File: src/rtl/div_if.sv
// DIV request/result bundle between EX and the divider.
// EX drives the request side, the divider returns the registered result.
interface div_if;
   logic        signed_div_i;
   logic [31:0] opdata1_i;
   logic [31:0] opdata2_i;
   logic        start_i;
   logic        annul_i;
   logic [63:0] result_o;
   logic        ready_o;

   modport master (
      output signed_div_i, opdata1_i, opdata2_i, start_i, annul_i,
      input  result_o, ready_o
   );

   modport slave (
      input  signed_div_i, opdata1_i, opdata2_i, start_i, annul_i,
      output result_o, ready_o
   );
endinterface

File: src/rtl/div.sv
// 32-bit restoring divider, one quotient bit per cycle.
// result_o = {remainder, quotient}; signed mode uses magnitude + fix-up.
module div (
   input  logic clk,
   input  logic rst,
   div_if.slave bus
);

   typedef enum logic [1:0] {FREE, BYZERO, ON, END} state_e;

   state_e      state_q, state_d;
   logic [5:0]  cnt_q, cnt_d;
   logic [64:0] work_q, work_d;
   logic [31:0] dvsr_q, dvsr_d;
   logic        qneg_q, qneg_d;
   logic        rneg_q, rneg_d;
   logic [63:0] result_q, result_d;
   logic        ready_q, ready_d;

   logic [31:0] op1_mag, op2_mag;
   logic [64:0] shifted;
   logic [32:0] diff;
   logic [31:0] quo_fix, rem_fix;

   // Operand magnitudes, trial subtraction and final sign fix-up
   always_comb begin
      op1_mag = (bus.signed_div_i && bus.opdata1_i[31]) ?
                (32'd0 - bus.opdata1_i) : bus.opdata1_i;
      op2_mag = (bus.signed_div_i && bus.opdata2_i[31]) ?
                (32'd0 - bus.opdata2_i) : bus.opdata2_i;
      shifted = work_q << 1;
      diff    = shifted[64:32] - {1'b0, dvsr_q};
      quo_fix = qneg_q ? (32'd0 - work_q[31:0])  : work_q[31:0];
      rem_fix = rneg_q ? (32'd0 - work_q[63:32]) : work_q[63:32];
   end

   // Next-state and registered-output logic
   always_comb begin
      state_d  = state_q;
      cnt_d    = cnt_q;
      work_d   = work_q;
      dvsr_d   = dvsr_q;
      qneg_d   = qneg_q;
      rneg_d   = rneg_q;
      result_d = 64'h0;
      ready_d  = 1'b0;
      unique case (state_q)
         FREE: begin
            if (bus.start_i && !bus.annul_i) begin
               cnt_d  = 6'd0;
               work_d = {33'd0, op1_mag};
               dvsr_d = op2_mag;
               qneg_d = bus.signed_div_i &
                        (bus.opdata1_i[31] ^ bus.opdata2_i[31]);
               rneg_d = bus.signed_div_i & bus.opdata1_i[31];
               state_d = (bus.opdata2_i == 32'd0) ? BYZERO : ON;
            end
         end
         BYZERO: begin
            if (bus.annul_i) begin
               state_d = FREE;
            end else begin
               state_d = END;
               ready_d = 1'b1;
            end
         end
         ON: begin
            if (bus.annul_i) begin
               state_d = FREE;
               cnt_d   = 6'd0;
            end else if (cnt_q == 6'd32) begin
               state_d  = END;
               ready_d  = 1'b1;
               result_d = {rem_fix, quo_fix};
            end else begin
               cnt_d  = cnt_q + 6'd1;
               work_d = diff[32] ? shifted
                                 : {diff, shifted[31:1], 1'b1};
            end
         end
         END: begin
            if (bus.start_i) begin
               ready_d  = 1'b1;
               result_d = result_q;
            end else begin
               state_d = FREE;
            end
         end
      endcase
   end

   // State and datapath registers with synchronous reset
   always_ff @(posedge clk) begin
      if (rst) begin
         state_q  <= FREE;
         cnt_q    <= 6'd0;
         work_q   <= 65'd0;
         dvsr_q   <= 32'd0;
         qneg_q   <= 1'b0;
         rneg_q   <= 1'b0;
         result_q <= 64'h0;
         ready_q  <= 1'b0;
      end else begin
         state_q  <= state_d;
         cnt_q    <= cnt_d;
         work_q   <= work_d;
         dvsr_q   <= dvsr_d;
         qneg_q   <= qneg_d;
         rneg_q   <= rneg_d;
         result_q <= result_d;
         ready_q  <= ready_d;
      end
   end

   assign bus.result_o = result_q;
   assign bus.ready_o  = ready_q;

endmodule

File: src/flat_wrapper.sv
// flat-port wrapper written by rule: the top's interface ports become plain ports
module div_flat 
  (clk, rst, bus_signed_div_i, bus_opdata1_i, bus_opdata2_i, bus_start_i, bus_annul_i, bus_result_o, bus_ready_o);
  div_if bus_i ();
  input  logic clk;
  input  logic rst;
  input wire logic [$bits(bus_i.signed_div_i)-1:0] bus_signed_div_i;
  input wire logic [$bits(bus_i.opdata1_i)-1:0] bus_opdata1_i;
  input wire logic [$bits(bus_i.opdata2_i)-1:0] bus_opdata2_i;
  input wire logic [$bits(bus_i.start_i)-1:0] bus_start_i;
  input wire logic [$bits(bus_i.annul_i)-1:0] bus_annul_i;
  output wire logic [$bits(bus_i.result_o)-1:0] bus_result_o;
  output wire logic [$bits(bus_i.ready_o)-1:0] bus_ready_o;
  assign bus_i.signed_div_i = bus_signed_div_i;
  assign bus_i.opdata1_i = bus_opdata1_i;
  assign bus_i.opdata2_i = bus_opdata2_i;
  assign bus_i.start_i = bus_start_i;
  assign bus_i.annul_i = bus_annul_i;
  assign bus_result_o = bus_i.result_o;
  assign bus_ready_o = bus_i.ready_o;
  div u_core (.clk(clk), .rst(rst), .bus(bus_i));
endmodule
File: config.mk
export PLATFORM = sky130hd
export DESIGN_NAME = div_flat
export DESIGN_NICKNAME = d
export VERILOG_FILES = /design/src/rtl/div_if.sv /design/src/rtl/div.sv /design/src/flat_wrapper.sv
export SDC_FILE = /design/constraint.sdc
export NUM_CORES = 1
export LEC_CHECK = 0
export ABC_AREA = 1
export ABC_CLOCK_PERIOD_IN_PS = 2800
export BUFFER_PORTS_ARGS = -buffer_cell sky130_fd_sc_hd__buf_4
export CORE_MARGIN = 1
export CORE_UTILIZATION = 60
export CTS_BUF_LIST = sky130_fd_sc_hd__clkbuf_8 sky130_fd_sc_hd__clkbuf_16
export DETAILED_ROUTE_END_ITERATION = 16
export PLACE_DENSITY_LB_ADDON = 0.05
export SETUP_SLACK_MARGIN = 0.02
export SLEW_MARGIN = 20
export SYNTH_ARGS = -nofsm -noshare
export SYNTH_HDL_FRONTEND = slang
export SYNTH_SLANG_ARGS = --single-unit
File: constraint.sdc
create_clock -name clk -period 2.8 [get_ports clk]
set_clock_uncertainty 0.1 [all_clocks]
set_input_delay 0.56 -clock clk [delete_from_list [all_inputs] [get_ports clk]]
set_output_delay 0.56 -clock clk [all_outputs]
set_load 0.02 [all_outputs]
==> Yosys cells after proc, flatten, opt, wreduce, memory -nomap -nowiden <==
Cells that the tools add are included.
{ "word_totals": {"in_bits": 69, "output_inout_bits": 65, "elab_cells": 67, "ff_bits": 171} }
{ "classes": {"add_sub_neg": 6, "n_eq_ne": 10, "n_bitwise": 3, "mux": 29, "n_reduce_logical": 11} }
{ "ops": {"columns": ["operator", "count"], "rows": [
  ["64-bit 2-to-1 mux", 7],
  ["64-bit one-hot mux with 2 select lines", 2],
  ["32-bit 2-to-1 mux", 4],
  ["1-bit by 32-bit subtractor with 32-bit output, first input constant", 4],
  ["33-bit by 32-bit subtractor with 33-bit output", 1],
  ["32-bit logical NOT", 1],
  ["6-bit 2-to-1 mux", 3],
  ["2-bit 2-to-1 mux", 6],
  ["6-bit one-hot mux with 2 select lines", 1],
  ["2-bit one-hot mux with 4 select lines", 1],
  ["6-bit by 1-bit adder with 6-bit output, second input constant", 1],
  ["6-bit equality test, second input constant", 1],
  ["2-bit != test, second input constant", 3],
  ["3-bit AND reduction", 2],
  ["2-bit equality test, second input constant", 2],
  ["1-bit 2-to-1 mux", 4],
  ["4-bit AND reduction", 1],
  ["1-bit logical AND", 3],
  ["3-bit by 2-bit != test with 1-bit output, second input constant", 1],
  ["3-bit != test, second input constant", 1],
  ["1-bit one-hot mux with 3 select lines", 1],
  ["1-bit bitwise AND", 2],
  ["2-bit by 1-bit equality test with 1-bit output, second input constant", 1],
  ["2-bit logical NOT", 1],
  ["5 further kinds", 5]
]} }

==> Depth between registers and ports, before layout <==
Gate-level depths: netlist of the first run.
{ "logic_depth": {"word_depth": 5, "depth_mapped": 18, "mapped_depth_nobuf": 17} }

==> Least setup slack after synthesis of the first run <==
No wires, ideal clock.
{ "synth_timing": {"kind": "flip-flop to flip-flop", "startpoint": "reg u_core.work_q[31]", "endpoint": "reg u_core.work_q[46]", "path_stages_with_launch": 19, "slack_ns": 0.485, "period_less_slack_ns": 2.315, "n_path_buf": 1, "setup_ns": 0.143, "arrival_ns": 2.071, "cell_sequence": "dfxtp_1 -> inv_1 -> ha_1 -> fa_1 -> inv_1 -> nand2_1 -> nand2_1 -> nand3_2 -> nand2_4 -> nand2_4 -> nand2_4 -> nand2_4 -> nand2_4 -> nand2_8 -> nand2_8 -> buf_12 -> nand2_4 -> nand3_2 -> a21oi_2"} }
{ "synth_between": {"elab_chain_cells": 5} }
{ "synth_lines": {"columns": ["element", "line_no", "text"], "rows": [
  ["from (decl)", "div.sv:13", "logic [64:0] work_q, work_d;"],
  ["from (signal assigned)", "div.sv:106", "work_q <= work_d;"],
  ["33-bit by 32-bit subtractor with 33-bit output", "div.sv:32", "diff = shifted[64:32] - {1'b0, dvsr_q};"],
  ["64-bit 2-to-1 mux", "div.sv:77", "work_d = diff[32] ? shifted"],
  ["64-bit 2-to-1 mux", "div.sv:71", "end else if (cnt_q == 6'd32) begin"],
  ["64-bit 2-to-1 mux", "div.sv:68", "if (bus.annul_i) begin"],
  ["64-bit one-hot mux with 2 select lines", "div.sv:47", "unique case (state_q)"]
]} }
No other way between the ends. The select of a mux whose other input is x is not followed.
A chain may end at the register's enable or synchronous reset.

==> Worst setup path in the final report of the first run <==
{ "layout_timing": {"startpoint": "reg u_core.work_q[32]", "endpoint": "reg u_core.work_q[58]"} }
Same word-level chain as after synthesis.

==> flow_summary.toml, run 1 <==
[place]
portBuffers = 133
dp_hpwl_microns = 31800
dp.cells = 2505
dp_slack_ns = 0.136
gp_congestion = 1.02

[routing]
antenna_left = 0
wire_per_inst_microns = 16.0
dr.pass1.iters = 5
drtIter0Drc = 1361
drc_errors = 0
vias = 14238
wirelength_microns = 40600
vias_per_cell = 5.61

[grt]
grt_pass1_vias = 12489
antenna_found_initial = 0
grt-ovfl-total = 0
grt_max_degree = 81
grtUsageTotal = 0.363
grt_first_pass_wirelength_microns = 64300

[synthesis]
syn_nets = 2249
yosysSeqAreaShare = 0.258
muxShareOfSynthArea = 0
synthAdderAreaFrac = 0.0411
syn_area_sq_mm = 0.0133
synth_simple_gate_area_frac = 0.373
synth_top_family_by_area = "simple AND/OR/NAND/NOR gates"
synth_seq_cells = 171
netlist_instances = 2137
synth_compound_area_frac = 0.179
synth_xor_xnor_area_share = 0.0297
avgSynthCellArea_sq_um = 6.21
yosys_warnings = 0
yosysUniqueCellTypes = 55

[setup_path]
cp_common_cell = "nand2_4"
max_stage_delay_ns = 0.47
crit_type = "register to register"
critPathTopFamily = "simple AND/OR/NAND/NOR gates"
start_kind = "register"
critPathBufInv = 3
crit_path_max_fanout = 31
cp_cell_sequence = "inv_1, fa_1, inv_1, nand2_1, nand2_1, nand3_2, nand2_4, nand2_4, nand2_4, nand2_4, nand3_4, buf_6, nand3_1, nand3_2, a21oi_2"
cp-end-kind = "register"
required_ns = 3.03
crit_path_top_delay_cell = "fa_1"
cp.arrival_ns = 2.79

[sta]
rsz0062_at_grt = "false"
fin_tns_setup_ns = 0
relSlewSlack = 0.485
finalCritPeriodShare = 0.917
finalSetupViolCount = 0
hold_viol = 0
fin_hold_ws_ns = 0.312
worst_pin_slew_ns = 0.772
max_clock_freq_mhz = 389
fin_crit_ns = 2.57
slew_viol_final = 0
worst_slack_ns = 0.232

[floorplan]
start_util = 0.610
num_io_pins = 134
die_height_microns = 151
fp.coreArea_sq_mm = 0.0218
row_count = 54
die_w_microns = 151
dieArea_sq_mm = 0.0227

[worst_hold_path]
hold_path_class = "input pin to register"

[outcome]
status = "complete, no violations"

[job]
drv_cap = 0

[clock_tree]
clock_latency_ns = 0.44
cts.htree.levels = 4
cts-root-buf = "clkbuf_16"
clockBufferDepth = 2
hold_buffers = 0
cts_sinks = 171
path_clk_slew_ns = 0.08
cts_tree = "done"
cts_made_buffers = 17

[cells_and_area]
drive_gt1_frac = 0.157
diodes = 0
fin_util = 0.697
area_delta_synth_final_pct = 14.3
final_cell_count_no_fill = 2537
nNetsFinal = 2356

[power]
vdd_ir_drop_max_uv = 402
leakage_nw = 7.50
cellPowerDensity_mw_per_mm2 = 760
## metrics by stage
stage,instance area [sq um],total power [mW]
after floorplan,13300,7.49
after global placement,14500,8.82
after detailed placement,14500,8.93
after CTS,15200,11.4
after global routing,15200,12.3
final,15200,11.5
## cell families after synthesis
family,after synthesis
and+or+nand+nor,1067
AOI/OAI and AO/OA,411
buffers and inverters,400
DFF,171
xor gates and xnor gates,45
adders and majority gates,43
## cell usage in the layout, fill, tap and decap left out, types with 5 or more instances in the layout
cell type and count:
clkbuf_16 17, o21ai_1 18, dfxtp_1 170, a21oi_2 31
inv_1 299, o21bai_1 6, o211ai_1 21, a211oi_1 6
nand2_2 19, ha_1 42, nand3_1 163, a21oi_1 197
nand2_1 571, nor2_1 157, xnor2_1 19, nand2_4 25
xor2_1 26, inv_2 22, o221ai_1 8, or2_2 5
nor3_1 36, nor2_2 6, o21ai_0 98, nand3b_1 5
nand3_2 33, nand4_1 25, buf_4 160
## worst min-delay path, stage by stage
cell and delay (ns):
buf_4 0.12, nand2_1 0.06, a31oi_1 0.06
## metal layers
metal | share of wire | GRT usage
met5 | 0 | 0
met4 | 0.027 | 0.125
met3 | 0.10 | 0.0782
met2 | 0.42 | 0.536
met1 | 0.44 | 0.516
## flip-flops by register name, summed over array words and instances, names as in the netlist
register,cells
u_core.bus.result_o,64
u_core.work_q,64
u_core.dvsr_q,32
u_core.rneg_q,1
u_core.state_q,2
u_core.bus.ready_o,1
u_core.cnt_q,6
u_core.qneg_q,1
## repair_timing
item	CTS	global route
gates resized for setup	0	2
endpoints found under the hold margin	0	0
setup endpoints to repair	0	31
buffers inserted	0	0
## final cells by class
class / count / area, sq um
inverters: 323 / 1210
fillers: 2011 / 6590
flip-flops and latches: 171 / 3420
repair buffers: 165 / 1290
clock buffers: 17 / 425
multi-input cells: 1566 / 8260
clock inverters: 15 / 196
well taps: 280 / 350
## worst paths after layout
kind / slack, ns / startpoint / to / cells after the start
worst max register to register: 0.23 / u_core.work_q[32]$_SDFFE_PP0P_ / u_core.work_q[58]$_SDFFE_PP0P_ / 15
worst min register to register: 0.37 / u_core.bus.result_o[17]$_SDFFE_PP0P_ / u_core.bus.result_o[17]$_SDFFE_PP0P_ / 2
worst min-delay path: 0.31 / bus_opdata2_i[22] / u_core.dvsr_q[22]$_SDFFE_PP0P_ / 3
worst max-delay path: 0.23 / u_core.work_q[32]$_SDFFE_PP0P_ / u_core.work_q[58]$_SDFFE_PP0P_ / 15
## power by group
group	switching [mW]	leakage (nW)	internal, mW
Combinational	4.13	5.82	1.84
Clock	1.17	0.292	1.29
Sequential	0.350	1.39	2.76
## synth_stat cells, drive strengths merged
cell,n,area share
a21o,3,0.0017
xor2,26,0.017
clkbuf,53,0.015
o2111ai,1,0.00066
a31oi,3,0.0014
o21bai,6,0.0034
a21oi,230,0.097
a211oi,6,0.0034
a22oi,3,0.0017
and3,1,0.00047
nor4,3,0.0014
dfxtp,171,0.26
ha,42,0.040
o22ai,1,0.00047
a221oi,4,0.0026
nor2,166,0.050
o221ai,8,0.0053
clkinv,2,0.00057
nand4,26,0.013
o21a,2,0.0011
a31o,1,0.00066
nand3,197,0.088
nor3b,1,0.00057
o31ai,4,0.0023
o21ai,118,0.045
inv,321,0.091
and2,4,0.0019
xnor2,19,0.013
nor3,40,0.017
or2,7,0.0033
nand3b,5,0.0028
o211ai,21,0.012
fa,1,0.0015
buf,24,0.013
nand2,617,0.19
Note: power is estimated with default switching activity, not from simulation.
==> run 2, diff against run 1 <==
Settings changed: BUFFER_PORTS_ARGS -buffer_cell sky130_fd_sc_hd__buf_4 to default, DONT_BUFFER_PORTS from default to 1.
==> run 2 against run 1 <==
  * Highest routed layer unchanged
  * Design area down 7.0%
  * Sequential share of layout area up 1.7 points
  * Maximum frequency down 1.3%
  * Count of clock-buffer cells in the layout stayed put
==> flow_summary.toml, run 2 (synthesis gave the netlist of run 1 again) <==
[outcome]
status = "complete, no violations"

[setup_path]
cp_common_cell = "nand2_4"
crit_path_max_fanout = 21
crit_type = "register to register"
required_ns = 3.03
start_kind = "register"
cp.arrival_ns = 2.83
cp_cell_sequence = "inv_1, ha_1, fa_1, inv_1, nand2_1, nand2_1, nand3_2, nand2_4, nand2_4, nand2_4, nand2_4, nand2_4, nand2_8, nand2_8, nand2_4, nand3_2, a21oi_2"
cp-end-kind = "register"
crit_path_top_delay_cell = "fa_1"
max_stage_delay_ns = 0.40

[grt]
grt_first_pass_wirelength_microns = 61400
grtUsageTotal = 0.349
grt_pass1_vias = 11807
antenna_found_initial = 0
grt_max_degree = 138
grt-ovfl-total = 0

[power]
p_seq_frac = 0.277
cellPowerDensity_mw_per_mm2 = 799
p_sw_frac = 0.492
vdd_ir_drop_max_uv = 558
p_total_mw = 11.3
clkPwrFrac = 0.207
leakage_nw = 6.81
comb_power_share = 0.516
switchingPower_mw = 5.55
p_int_mw = 5.72

[floorplan]
start_util = 0.610
num_io_pins = 134
fp.coreArea_sq_mm = 0.0218
die_height_microns = 151
die_w_microns = 151
dieArea_sq_mm = 0.0227
row_count = 54

[routing]
wire_per_inst_microns = 16.6
wirelength_microns = 39900
dr.pass1.iters = 6
drc_errors = 0
vias = 13640
vias_per_cell = 5.67
drtIter0Drc = 1256
antenna_left = 0

[clock_tree]
cts_tree = "done"
cts-root-buf = "clkbuf_16"
clockBufferDepth = 2
cts_sinks = 171
cts.htree.levels = 4
cts_setup_buffers = 0
clock_latency_ns = 0.44
cts_made_buffers = 17
path_clk_slew_ns = 0.08

[sta]
max_clock_freq_mhz = 384
finalSetupViolCount = 0
slew_viol_final = 0
fin_crit_ns = 2.60
hold_viol = 0
finalCritPeriodShare = 0.929
fin_tns_setup_ns = 0
fin_hold_ws_ns = 0.0887
relSlewSlack = 0.507
rsz0062_at_grt = "false"
worst_slack_ns = 0.198
worst_pin_slew_ns = 0.739

[cells_and_area]
area_delta_synth_final_pct = 6.34
drive_gt1_frac = 0.104
diodes = 0
mostFrequentLayoutCell = "nand2_1"
mostFrequentLayoutCells = "nand2_1, inv_1, a21oi_1"
fin_util = 0.648
nNetsFinal = 2223

[place]
gp_congestion = 1.02
portBuffers = 0
dp_slack_ns = 0.0638
dp_hpwl_microns = 31200

[job]
drv_cap = 0

[worst_hold_path]
hold_path_class = "input pin to register"
-- run 2: cell types whose count changed in the layout (fill, tap and decap cells not counted) --
| cell | change |
|---|---|
| clkinv_8 | -2 |
| clkinvlp_4 | -3 |
| dfxtp_1 | +1 |
| nand2_8 | +1 |
| dfxtp_2 | -1 |
| bufinv_16 | -1 |
| buf_4 | -132 |
| inv_8 | -2 |
| clkinv_2 | +2 |
| inv_6 | +3 |
| buf_12 | -2 |
| clkinv_4 | +3 |
-- run 2: worst paths after layout --
check	startpoint	to	slack, ns	cells after the start
worst max-delay path	u_core.work_q[31]$_SDFFE_PP0P_	u_core.work_q[50]$_SDFFE_PP0P_	0.20	17
worst min-delay path	rst	u_core.bus.result_o[7]$_SDFFE_PP0P_	0.09	1
worst max register to register	u_core.work_q[31]$_SDFFE_PP0P_	u_core.work_q[50]$_SDFFE_PP0P_	0.20	17
worst min register to register	u_core.work_q[14]$_SDFFE_PP0P_	u_core.work_q[14]$_SDFFE_PP0P_	0.39	2
-- run 2: routing by layer --
metal  GRT usage  routed length [microns]  up-vias
li1            -                        -     6866
met3      0.0642                     3820       49
met4      0.0925                      811        0
met5           0                        0        -
met2       0.531                    17000      559
met1       0.501                    18200     6166
-- run 2: power by group through the flow --
stage,registers [mW],clock network [mW],logic [mW]
after floorplan,3.03,0,4.46
after global placement,3.15,0,5.62
after detailed placement,3.16,0,5.67
after CTS,3.10,2.36,5.71
after global routing,3.16,2.45,6.45
final,3.12,2.33,5.82
-- run 2: cell type report --
class,count,area (sq um)
Multi-Input combinational cell,1567,8280
Clock buffer,17,425
Clock inverter,15,151
Sequential cell,171,3420
Inverter,323,1210
Fill cell,2125,7650
Tap cell,280,350
Timing Repair Buffer,31,262
-- run 2: through the flow --
stage,cells,instance area (sq um)
3_3_place_gp,2371,13500
5_1_grt,2404,14100
6_report,2404,14100
2_1_floorplan,2137,13300
4_1_cts,2403,14100
3_5_place_dp,2371,13500
-- run 2: worst max-delay path, delay by kind of cell (launching register included) --
kind | cells | cell delay (ns)
compound gates | 1 | 0.06
buf+inv | 2 | 0.16
flops | 1 | 0.38
fa+ha+maj | 2 | 0.61
simple gates | 12 | 1.17
-- run 2: what timing repair did --
action | 4_1_cts | 5_1_grt
hold buffers | 0 | 0
resized for setup | 0 | 2
setup endpoints to repair | 0 | 32
==> run 3, diff against run 2 <==
Settings changed: CORE_UTILIZATION 60 to 66.
==> run 3 against run 2 <==
  * Global-route usage is 3.9 points higher
  * Critical path depth stayed put
  * Worst hold slack better by 0.011 ns
  * Design area fell by 0.55%
  * Sequential power barely moved
  * Count of clock-buffer cells in the layout is 3 higher
  * Maximum frequency is 1.8% lower
  * Sequential share of layout area grew 0.13 points
  * Via count rose by 2.8%
  * Critical path type unchanged
  * Highest routed layer unchanged
==> flow_summary.toml, run 3 (synthesis gave the netlist of run 1 again) <==
[sta]
max_clock_freq_mhz = 377
worst_pin_slew_ns = 0.632
rsz0062_at_grt = "false"
fin_crit_ns = 2.65
slew_viol_final = 0
fin_tns_setup_ns = 0
worst_slack_ns = 0.150
relSlewSlack = 0.578
finalSetupViolCount = 0
finalCritPeriodShare = 0.947
hold_viol = 0

[cells_and_area]
fillers = 1734
area.sequential_sq_mm = 0.00342
area_delta_synth_final_pct = 5.75
mostFrequentLayoutCell = "nand2_1"
design_area_sq_mm = 0.0140
nNetsFinal = 2217
mostFrequentLayoutCells = "nand2_1, inv_1, a21oi_1"
diodes = 0
multi_input_area_sq_mm = 0.00828
drive_gt1_frac = 0.101

[place]
dp_slack_ns = 0.0372
gp_congestion = 1.07
dp_hpwl_microns = 30800
portBuffers = 0
place_area_sq_mm = 0.0134

[power]
p_seq_frac = 0.276
leakage_nw = 6.78
cellPowerDensity_mw_per_mm2 = 801
clkPwrFrac = 0.203
switchingPower_mw = 5.52
comb_power_share = 0.521
vdd_ir_drop_max_uv = 548
p_int_mw = 5.73
p_sw_frac = 0.491

[routing]
drtIter0Drc = 1705
vias_per_cell = 5.88
drc_errors = 0
wire_per_inst_microns = 16.8
dr.pass1.iters = 8
vias = 14018
antenna_left = 0
wirelength_microns = 40000

[setup_path]
start_kind = "register"
cp.arrival_ns = 2.92
crit_path_max_fanout = 17
crit_type = "register to register"
required_ns = 3.07
rrSetupSlack_ns = 0.15
cp-end-kind = "register"

[floorplan]
die_w_microns = 144
num_io_pins = 134
dieArea_sq_mm = 0.0207
die_height_microns = 144
fp.coreArea_sq_mm = 0.0196
start_util = 0.677
row_count = 51

[clock_tree]
clock_latency_ns = 0.44
cts.htree.levels = 4
cts-root-buf = "clkbuf_16"
hold_buffers = 0
cts_sinks = 171
cts_tree = "done"
cts_made_buffers = 17
clockBufferDepth = 2
path_clk_slew_ns = 0.07

[grt]
grt-ovfl-total = 0
grt_max_degree = 138
grtUsageTotal = 0.388
grt_first_pass_wirelength_microns = 62700
antenna_found_initial = 0
grt_pass1_vias = 12322

[outcome]
status = "complete, no violations"

[worst_hold_path]
hold_path_class = "input pin to register"

[job]
drv_cap = 0
==> run 3: worst max-delay path, stage by stage (launching register included) <==
cell and delay (ns):
dfxtp_1 0.38, inv_1 0.08, ha_1 0.21, fa_1 0.42
inv_1 0.10, nand2_1 0.05, nand2_1 0.09, nand3_2 0.09
nand2_4 0.11, nand2_4 0.05, nand2_4 0.07, nand2_4 0.07
nand2_4 0.09, nand2_8 0.13, buf_6 0.20, nand3_1 0.11
nand3_2 0.10, a21oi_2 0.14
==> run 3: worst paths after layout <==
kind / startpoint / end / cells past startpoint
worst max-delay path: u_core.work_q[31]$_SDFFE_PP0P_ / u_core.work_q[48]$_SDFFE_PP0P_ / 17
worst min-delay path: rst / u_core.bus.result_o[11]$_SDFFE_PP0P_ / 1
worst max register to register: u_core.work_q[31]$_SDFFE_PP0P_ / u_core.work_q[48]$_SDFFE_PP0P_ / 17
worst min register to register: u_core.work_q[18]$_SDFFE_PP0P_ / u_core.work_q[18]$_SDFFE_PP0P_ / 2
==> run 3: repair_timing <==
action / 4_1_cts / 5_1_grt
buffers inserted: 0 / 0
endpoints found under the hold margin: 0 / 0
endpoints found under the setup margin: 0 / 32
resized for setup: 0 / 4
==> run 3: area by class of cell <==
| type | count | area share |
|---|---|---|
| clock inverters | 12 | 0.00633 |
| well taps | 265 | 0.0236 |
| repair buffers | 25 | 0.0160 |
| flip-flops and latches | 171 | 0.244 |
| inverters | 323 | 0.0864 |
| clock buffers | 20 | 0.0333 |
| multi-input cells | 1567 | 0.590 |
==> run 3: stage by stage <==
| step | hold slack [ns] | instances | util | total power, mW |
|---|---|---|---|---|
| finish | 0.0999 | 2383 | 0.716 | 11.2 |
| detailed placement | 0.375 | 2350 | 0.686 | 8.78 |
| global placement | 0.368 | 2350 | 0.686 | 8.66 |
| global route | 0.0859 | 2383 | 0.716 | 11.9 |
| CTS | 0.0862 | 2382 | 0.715 | 11.0 |
| floorplan | 0.342 | 2137 | - | 7.49 |
==> run 3: per-layer routing <==
layer  share of wire  GRT usage  up-vias  wire length (microns)
met2            0.43      0.591      753                  17000
li1                -          -     6856                      -
met4           0.030      0.133        0                   1210
met1            0.43      0.533     6313                  17100
met3            0.12     0.0913       96                   4670
met5               0          0        -                      0
==> run 3: power by group through the flow <==
stage	clock (mW)	sequential, mW	combinational [mW]
6_report	2.28	3.11	5.86
5_1_grt	2.37	3.13	6.44
4_1_cts	2.28	3.08	5.68
3_5_place_dp	0	3.13	5.64
3_3_place_gp	0	3.13	5.53
2_1_floorplan	0	3.03	4.46
